**config.mk**
```make
export PLATFORM = sky130hd
export DESIGN_NAME = adt_spi_slave
export DESIGN_NICKNAME = d
export VERILOG_FILES = /design/src/rtl/adt_spi_slave.sv
export SDC_FILE = /design/constraint.sdc
export NUM_CORES = 1
export LEC_CHECK = 0
export CORE_UTILIZATION = 44
export DETAILED_ROUTE_END_ITERATION = 10
export HOLD_SLACK_MARGIN = 0.02
export RECOVER_POWER = 100
export REMOVE_ABC_BUFFERS = 1
export SLEW_MARGIN = 15
export SYNTH_ARGS = -nofsm -noshare
export SYNTH_HDL_FRONTEND = slang
export SYNTH_SLANG_ARGS = --single-unit
```
**constraint.sdc**
```tcl
create_clock -name clk_sys -period 2.6 [get_ports clk_sys]
set_clock_uncertainty 0.15 [all_clocks]
set_input_delay 0.26 -clock clk_sys [delete_from_list [all_inputs] [get_ports clk_sys]]
set_output_delay 0.26 -clock clk_sys [all_outputs]
set_load 0.005 [all_outputs]
```
**src/rtl/adt_spi_slave.sv**
```systemverilog
`default_nettype none
// ============================================================================
// Module   : adt_spi_slave
// Brief    : SPI mode-3 responder emulating the ADT7310 register interface
//            for channel self-test loopback. Optional ADT_SPI_RESET_EN adds
//            the 32-ones serial interface reset.
// Revision : 1.0 - initial release
// ============================================================================
module adt_spi_slave #(
    parameter logic [7:0]  ID_VALUE  = 8'hC3,
    parameter logic [7:0]  CFG_RST   = 8'h00,
    parameter logic [15:0] TCRIT_RST = 16'h4980,
    parameter logic [7:0]  THYST_RST = 8'h05,
    parameter logic [15:0] THIGH_RST = 16'h2000,
    parameter logic [15:0] TLOW_RST  = 16'h0500
) (
    input  logic        clk_sys,
    input  logic        rst_sys,
    input  logic        spi_cs_n,
    input  logic        spi_sclk,
    input  logic        spi_mosi,
    output logic        spi_miso,
    output logic        spi_miso_oe,
    input  logic [15:0] temp_value,
    input  logic        temp_load,
    output logic [7:0]  cfg_reg,
    output logic        reg_wr,
    output logic [2:0]  reg_wr_addr,
    output logic        busy,
    output logic        frame_err
);

    localparam logic [2:0] S_IDLE = 3'd0;
    localparam logic [2:0] S_CMD  = 3'd1;
    localparam logic [2:0] S_RX   = 3'd2;
    localparam logic [2:0] S_TX   = 3'd3;
    localparam logic [2:0] S_DONE = 3'd4;

    logic [1:0]  r_cs_pipe;
    logic [1:0]  r_sclk_pipe;
    logic [1:0]  r_mosi_pipe;
    logic        r_sclk_prev;

    logic [2:0]  r_state;
    logic        r_armed;
    logic [3:0]  r_bit_cnt;
    logic [15:0] r_shift;
    logic [2:0]  r_addr;
    logic        r_cont;
    logic        r_wide;
    logic        r_word_seen;

    logic        r_miso;
    logic        r_miso_oe;
    logic        r_reg_wr;
    logic [2:0]  r_reg_wr_addr;
    logic        r_busy;
    logic        r_frame_err;

    logic        r_rdy_n;
    logic [7:0]  r_cfg;
    logic [15:0] r_temp;
    logic [15:0] r_tcrit;
    logic [7:0]  r_thyst;
    logic [15:0] r_thigh;
    logic [15:0] r_tlow;
`ifdef ADT_SPI_RESET_EN
    logic [4:0]  r_ones;
`endif

    logic        w_cs_sync;
    logic        w_sclk_sync;
    logic        w_mosi;
    logic        w_rise;
    logic        w_fall;
    logic [2:0]  w_cmd_addr;
    logic        w_cmd_wide;
    logic [15:0] w_rd_data;
    logic [15:0] w_rx_word;
    logic [3:0]  w_last;
    logic        w_addr_ro;
    logic        w_cont_boundary;

    assign w_cs_sync   = r_cs_pipe[1];
    assign w_sclk_sync = r_sclk_pipe[1];
    assign w_mosi      = r_mosi_pipe[1];
    assign w_rise      = w_sclk_sync & ~r_sclk_prev;
    assign w_fall      = ~w_sclk_sync & r_sclk_prev;

    // The command byte completes with the current MOSI sample, so its fields
    // sit one position lower in the shift register than in the byte itself.
    assign w_cmd_addr  = r_shift[4:2];
    assign w_cmd_wide  = (w_cmd_addr == 3'd2) | (w_cmd_addr == 3'd4) |
                         (w_cmd_addr == 3'd6) | (w_cmd_addr == 3'd7);
    assign w_rx_word   = {r_shift[14:0], w_mosi};
    assign w_last      = r_wide ? 4'd15 : 4'd7;
    assign w_addr_ro   = (r_addr == 3'd0) | (r_addr == 3'd2) | (r_addr == 3'd3);
    assign w_cont_boundary = r_cont && (r_addr == 3'd2) && r_word_seen &&
                             (r_bit_cnt == 4'd0);

    always_comb begin
        w_rd_data = 16'h0000;
        case (w_cmd_addr)
            3'd0:    w_rd_data = {r_rdy_n, 7'b0, 8'h00};
            3'd1:    w_rd_data = {r_cfg, 8'h00};
            3'd2:    w_rd_data = r_temp;
            3'd3:    w_rd_data = {ID_VALUE, 8'h00};
            3'd4:    w_rd_data = r_tcrit;
            3'd5:    w_rd_data = {r_thyst, 8'h00};
            3'd6:    w_rd_data = r_thigh;
            default: w_rd_data = r_tlow;
        endcase
    end

    // CS pipe resets low so a frame already in progress cannot arm the FSM.
    always_ff @(posedge clk_sys) begin
        if (rst_sys) begin
            r_cs_pipe   <= 2'b00;
            r_sclk_pipe <= 2'b11;
            r_mosi_pipe <= 2'b00;
            r_sclk_prev <= 1'b1;
        end else begin
            r_cs_pipe   <= {r_cs_pipe[0], spi_cs_n};
            r_sclk_pipe <= {r_sclk_pipe[0], spi_sclk};
            r_mosi_pipe <= {r_mosi_pipe[0], spi_mosi};
            r_sclk_prev <= w_sclk_sync;
        end
    end

    always_ff @(posedge clk_sys) begin
        if (rst_sys) begin
            r_state       <= S_IDLE;
            r_armed       <= 1'b0;
            r_bit_cnt     <= 4'd0;
            r_shift       <= 16'h0000;
            r_addr        <= 3'd0;
            r_cont        <= 1'b0;
            r_wide        <= 1'b0;
            r_word_seen   <= 1'b0;
            r_miso        <= 1'b1;
            r_miso_oe     <= 1'b0;
            r_reg_wr      <= 1'b0;
            r_reg_wr_addr <= 3'd0;
            r_busy        <= 1'b0;
            r_frame_err   <= 1'b0;
            r_rdy_n       <= 1'b1;
            r_cfg         <= CFG_RST;
            r_temp        <= 16'h0000;
            r_tcrit       <= TCRIT_RST;
            r_thyst       <= THYST_RST;
            r_thigh       <= THIGH_RST;
            r_tlow        <= TLOW_RST;
`ifdef ADT_SPI_RESET_EN
            r_ones        <= 5'd0;
`endif
        end else begin
            r_reg_wr    <= 1'b0;
            r_frame_err <= 1'b0;
            if (w_cs_sync)
                r_armed <= 1'b1;

            case (r_state)
                S_IDLE: begin
                    if (r_armed && !w_cs_sync) begin
                        r_state   <= S_CMD;
                        r_bit_cnt <= 4'd0;
                        r_busy    <= 1'b1;
                    end
                end
                S_CMD, S_RX, S_TX: begin
                    if (w_cs_sync) begin
                        r_state   <= S_IDLE;
                        r_busy    <= 1'b0;
                        r_miso    <= 1'b1;
                        r_miso_oe <= 1'b0;
                        if (!(r_state == S_TX && w_cont_boundary))
                            r_frame_err <= 1'b1;
                    end else if (r_state == S_CMD) begin
                        if (w_rise) begin
                            r_shift <= w_rx_word;
                            if (r_bit_cnt == 4'd7) begin
                                r_bit_cnt   <= 4'd0;
                                r_addr      <= w_cmd_addr;
                                r_cont      <= r_shift[1];
                                r_wide      <= w_cmd_wide;
                                r_word_seen <= 1'b0;
                                if (r_shift[5]) begin
                                    r_state <= S_TX;
                                    r_shift <= w_rd_data;
                                end else begin
                                    r_state <= S_RX;
                                end
                            end else begin
                                r_bit_cnt <= r_bit_cnt + 4'd1;
                            end
                        end
                    end else if (r_state == S_RX) begin
                        if (w_rise) begin
                            r_shift <= w_rx_word;
                            if (r_bit_cnt == w_last) begin
                                r_state <= S_DONE;
                                if (!w_addr_ro) begin
                                    r_reg_wr      <= 1'b1;
                                    r_reg_wr_addr <= r_addr;
                                    case (r_addr)
                                        3'd1:    r_cfg   <= w_rx_word[7:0];
                                        3'd4:    r_tcrit <= w_rx_word;
                                        3'd5:    r_thyst <= w_rx_word[7:0];
                                        3'd6:    r_thigh <= w_rx_word;
                                        3'd7:    r_tlow  <= w_rx_word;
                                        default: ;
                                    endcase
                                end
                            end else begin
                                r_bit_cnt <= r_bit_cnt + 4'd1;
                            end
                        end
                    end else begin
                        if (w_fall) begin
                            r_miso    <= r_shift[15];
                            r_miso_oe <= 1'b1;
                            r_shift   <= {r_shift[14:0], 1'b0};
                        end
                        if (w_rise) begin
                            if (r_bit_cnt == w_last) begin
                                r_bit_cnt   <= 4'd0;
                                r_word_seen <= 1'b1;
                                if (r_addr == 3'd2)
                                    r_rdy_n <= 1'b1;
                                if (r_cont && r_addr == 3'd2) begin
                                    r_shift <= r_temp;
                                end else begin
                                    r_state   <= S_DONE;
                                    r_miso    <= 1'b1;
                                    r_miso_oe <= 1'b0;
                                end
                            end else begin
                                r_bit_cnt <= r_bit_cnt + 4'd1;
                            end
                        end
                    end
                end
                S_DONE: begin
                    if (w_cs_sync) begin
                        r_state <= S_IDLE;
                        r_busy  <= 1'b0;
                    end
                end
                default: begin
                    r_state <= S_IDLE;
                    r_busy  <= 1'b0;
                end
            endcase

`ifdef ADT_SPI_RESET_EN
            // Ones are counted across frame boundaries; the 32nd overrides
            // whatever the FSM did with that same edge.
            if (r_armed && !w_cs_sync && w_rise) begin
                if (!w_mosi) begin
                    r_ones <= 5'd0;
                end else if (r_ones == 5'd31) begin
                    r_ones    <= 5'd0;
                    r_state   <= S_DONE;
                    r_busy    <= 1'b1;
                    r_miso    <= 1'b1;
                    r_miso_oe <= 1'b0;
                    r_reg_wr  <= 1'b0;
                    r_rdy_n   <= 1'b1;
                    r_cfg     <= CFG_RST;
                    r_temp    <= 16'h0000;
                    r_tcrit   <= TCRIT_RST;
                    r_thyst   <= THYST_RST;
                    r_thigh   <= THIGH_RST;
                    r_tlow    <= TLOW_RST;
                end else begin
                    r_ones <= r_ones + 5'd1;
                end
            end
`endif

            // Host temperature update takes precedence over a read completion.
            if (temp_load) begin
                r_temp  <= temp_value;
                r_rdy_n <= 1'b0;
            end
        end
    end

    assign spi_miso    = r_miso;
    assign spi_miso_oe = r_miso_oe;
    assign cfg_reg     = r_cfg;
    assign reg_wr      = r_reg_wr;
    assign reg_wr_addr = r_reg_wr_addr;
    assign busy        = r_busy;
    assign frame_err   = r_frame_err;

endmodule
`default_nettype wire

```
[Word level (Yosys, flattened, before mapping)]
Cells that the tools add are included.
Word-level totals
  bits in registers: 126
  input bits: 22
  word-level logic and storage cells: 186
Cells by class
  $add $sub $neg: 1
  equality and inequality tests: 39
  muxes and demuxes: 70
  bitwise operators: 16
  reduce and logical (&&, ||, !) cells: 35
Operator list (count)
  $mux W16: 10
  $pmux W16 S7: 1
  $mux W4: 11
  $reduce_and A8 Y1: 5
  $mux W3: 12
  $mux W1: 33
  $eq A3 B3 Y1 const B: 9
  $ne A2 B2 Y1 const B: 12
  $reduce_and A7 Y1: 3
  $eq A3 B2 Y1 const B: 6
  $reduce_bool A2 Y1: 7
  $ne A4 B4 Y1 const B: 3
  $reduce_and A5 Y1: 2
  $eq A3 B1 Y1 const B: 3
  $logic_not A3 Y1: 3
  $not A1 Y1: 9
  $pmux W3 S3: 1
  $pmux W4 S2: 1
  $reduce_or A7 Y1: 1
  $reduce_and A6 Y1: 1
  $reduce_or A3 Y1: 2
  $logic_and A1 B1 Y1: 5
  $ne A5 B5 Y1 const B: 1
  $or A1 B1 Y1: 5
  13 further kinds: 15

[Longest topological paths before layout]
  depth in word-level cells: 9
  gate-level depth with buffers: 9
  mapped depth without buffers: 6

[Least setup slack after synthesis]
OpenSTA, ideal clock, no wires.
  path kind: flip-flop to flip-flop
  start point: reg r_bit_cnt[0]
  end point: reg r_tcrit[12]
  setup time: 0.128 ns
  data arrival time: 1.920 ns
  required time: 2.322 ns
  slack: 0.403 ns
  stages on the path, launching flop included: 9
  path buffers: 2
  cell sequence: dfxtp_1 > ha_1 > and4b_1 > nand4b_2 > or4_1 > buf_6 > buf_6 > mux2i_1 > nor2_1
Between the ends
  longest elaborated chain between the ends: 2
Ends and longest elaborated chain
  from (decl): RTL line 46  | logic [3:0] r_bit_cnt;
  from (signal assigned): RTL line 194  | r_bit_cnt <= r_bit_cnt + 4'd1;
  from (signal assigned): RTL line 215  | r_bit_cnt <= r_bit_cnt + 4'd1;
  from (signal assigned): RTL line 238  | r_bit_cnt <= r_bit_cnt + 4'd1;
  $eq A4 B4 Y1: RTL line 200  | if (r_bit_cnt == w_last) begin
  $reduce_and A8 Y1 (no source line)
  to (signal assigned): RTL line 207  | 3'd4: r_tcrit <= w_rx_word;
  to (decl): RTL line 63  | logic [15:0] r_tcrit;
Every way passes these cells.
A chain may end at the register's enable or synchronous reset.

[Final worst setup path]
  start point: reg r_state[1]
  end point: reg r_shift[5]
Between the ends
  longest elaborated chain between the ends: 3
  elaborated cells between the ends (all ways): 9
  those cells by class: 5 x eq/ne; 2 x mux; 2 x reduce/logical
Ends and longest elaborated chain
  from (decl): RTL line 44  | logic [2:0] r_state;
  from (signal assigned): RTL line 132  | r_state <= S_IDLE;
  from (signal assigned): RTL line 165  | r_state <= S_CMD;
  from (signal assigned): RTL line 172  | r_state <= S_IDLE;
  $eq A3 B2 Y1, or another cell as far along: RTL line 162, 197
  $ne A2 B2 Y1 (no source line), or another cell as far along
  $reduce_and A4 Y1 (no source line) or $mux W16 (tied branches)
  to (signal assigned): RTL line 180  | r_shift <= w_rx_word;
  to (signal assigned): RTL line 189  | r_shift <= w_rd_data;
  to (signal assigned): RTL line 199  | r_shift <= w_rx_word;
  to (decl): RTL line 47  | logic [15:0] r_shift;
Parallel ways exist; a longest one is shown, timed or not.

==> impl_metrics.csv <==
group,metric,value,unit
sta,setup_violations,0,
finish,layout_commonest_cell,"dfxtp_1",
synthesis,syn-instance-count,761,
floorplan,num_rows,43,
place,portBuffers,37,
run_status,violations,"max-capacitance violations, max-slew violations",
pwr,power.switching,1.004,mW
finish,fin_cells,977,
sta,min_period_over_period,0.9404,
place,place_inst,944,
finish,final.fill_count,1274,
place,place_hpwl,12180,um
place,gp_congestion,0.8624,
synthesis,ys_ff_latch,126,
clock_tree,clkSinkCount,126,
clock_tree,cts_tree,"yes",
clock_tree,clock_path_buffers,2,
sta,fin_crit,2.445,ns
pwr,p_int,3.766,mW
clock_tree,htree_levels,4,
sta,setup_ws,0.1550,ns
finish,multiInputGateArea,3476,sq um
pwr,clkPwrFrac,0.544,
finish,drive_above_1_share,0.1192,
routing,wl,18090,um
synthesis,synthArstFlopShare,0,
finish,layout_common_cells,"125 x dfxtp_1, 110 x nor2_1, 66 x nand2_1",
floorplan,initial_core_util,0.4552,
clock_tree,path_clk_slew,0.06,ns
clock_tree,cts_root_buf,"clkbuf_16",
finish,antenna_cells,0,
min_path,min_path_type,"in -> reg",
global_routing,grt_use_total,0.2547,
pwr,leakage,2.967,nW
synthesis,ys_types,81,
worst_setup_path,cp_data_arrival_time,2.62,ns
synthesis,ys.flop_type,"dfxtp_1",
routing,routedWlPerCell,18.51,um
worst_setup_path,crit_path_max_fanout,14,
clock_tree,insertion_delay,0.43,ns
routing,drc,0,
sta,hold_violations,0,
floorplan,fp.dieH,122.5,um
pwr,p_sw_frac,0.2105,
place,pre_cts_slack,0.1841,ns
run_status,status,"finished with violations",
worst_setup_path,cp_data_required_time,2.78,ns
routing,drtPass1Iterations,5,
job,maxCapViolCount,1,
pwr,p_seq_frac,0.416,
finish,syn_to_final_growth,18.20,%
sta,grt_setup_unrepaired,"no",
sta,max_freq,409.0,MHz
worst_setup_path,crit_type,"reg -> reg",
pwr,ir_drop,0.4929,mV
synthesis,ys.warnings.count,0,
sta,maxSlewViolCount,18,
worst_setup_path,endpoint_kind,"register",
synthesis,synth_area_per_cell,8.400,sq um
sta,tightest_slew,1.545,ns
global_routing,grt_pass1_vias,5517,
finish,layout.nets,808,
worst_setup_path,critPathLaunchType,"register",
floorplan,dieArea,15010,sq um
global_routing,grt_pass1_wl,29090,um
global_routing,overflow,0,
floorplan,die-width,122.5,um
synthesis,synth_edf_count,0,
global_routing,grt_max_degree,38,
synthesis,synth.cell_area,6392,sq um
clock_tree,numCtsBuffers,17,
routing,num_vias,5738,
sta,max-slew-margin-rel,-0.02968,
floorplan,io_pins,38,
clock_tree,hold_buffers,0,
finish,seqCellArea,2524,sq um
routing,viasPerCell,5.873,
pwr,p_comb_frac,0.040,
global_routing,antenna_found_initial,0,
floorplan,core_region_area,14040,sq um
routing,ant_nets,0,
pwr,p_per_area,631.3,nW/um^2
sta,hold_ws,0.2416,ns
routing,drt-initial-drc-count,597,
synthesis,ys_seq_area_frac,0.3946,
cell usage after synthesis (all sizes together) (3+ instances only):
master,count,share of area
nand2b,12,0.012
and3,4,0.0039
and2,7,0.0069
a21oi,49,0.038
o221a,6,0.011
mux2i,61,0.096
clkbuf,35,0.021
o22ai,4,0.0039
nor2,111,0.066
o221ai,3,0.0041
or4,3,0.0041
nor2b,14,0.014
and4b,3,0.0047
a311oi,12,0.017
o211ai,18,0.021
o31a,6,0.0082
nor3,34,0.028
or3,3,0.0029
nand2,66,0.039
mux2,4,0.0070
o21ai,28,0.023
nor4b,5,0.0092
a221oi,6,0.0082
a31oi,7,0.0069
buf,33,0.029
nand3b,4,0.0047
or2,5,0.0049
nor3b,3,0.0043
a211oi,17,0.021
a211o,4,0.0055
or3b,3,0.0045
a22oi,4,0.0047
dfxtp,126,0.39
nand3,9,0.0078
inv,16,0.0094
layer usage:
layer | vias to the layer above | GRT usage | part of all wire
met5 | - | 0 | 0
met1 | 2787 | 0.3410 | 0.47
li1 | 2781 | - | -
met2 | 147 | 0.4027 | 0.47
met4 | 0 | 0.09832 | 0.016
met3 | 23 | 0.04926 | 0.044
power groups by stage:
stage,Combinational (mW),Clock (mW),Sequential [mW]
4_1_cts,0.193,2.64,1.98
6_report,0.189,2.60,1.98
3_3_place_gp,0.187,0,2.03
5_1_grt,0.206,2.72,1.99
2_1_floorplan,0.0824,0,2.02
3_5_place_dp,0.192,0,2.03
final timing paths:
kind	startpoint	end	slack [ns]	cells past startpoint
worst max-delay path	r_state[1]	r_shift[5]	0.16	6
worst max register to register	r_state[1]	r_shift[5]	0.16	6
worst min-delay path	spi_mosi	r_mosi_pipe[0]	0.24	2
worst min register to register	r_sclk_pipe[0]	r_sclk_pipe[1]	0.26	1
area by class of cell:
| type | instances | area share |
|---|---|---|
| Clock buffer | 23 | 0.06590 |
| Sequential cell | 126 | 0.3340 |
| Inverter | 16 | 0.007948 |
| Multi-Input combinational cell | 551 | 0.4600 |
| Clock inverter | 9 | 0.02053 |
| Timing Repair Buffer | 72 | 0.08180 |
| Tap cell | 180 | 0.02981 |
cells by family after synthesis:
family,share of synthesized area
and+or+nand+nor,0.2364
AOI/OAI and AO/OA,0.1995
DFF,0.3946
buffers and inverters,0.05892
muxes,0.1026
adders and majority gates,0.005480
xor gates and xnor gates,0.002545
critical path, stage by stage, from the launching register on:
cell	delay, ns
dfxtp_1	0.36
buf_4	0.21
nor2_1	0.42
o21ai_2	0.23
a21oi_1	0.59
a21oi_1	0.15
a311oi_1	0.23
what timing repair did:
item | CTS | global route
setup buffers | 0 | 1
gates resized for setup | 0 | 1
endpoints found under the hold margin | 0 | 0
setup endpoints to repair | 0 | 5
stage by stage:
step	utilization	TNS, ns	power [mW]	cell area [sq um]
4_1_cts	0.5406	0	4.816	7591
5_1_grt	0.5381	0	4.914	7556
3_5_place_dp	0.4941	0	2.218	6938
2_1_floorplan	-	-0.2822	2.099	6076
6_report	0.5381	0	4.770	7556
3_3_place_gp	0.4941	0	2.213	6938
(Power assumes the default switching activity.)
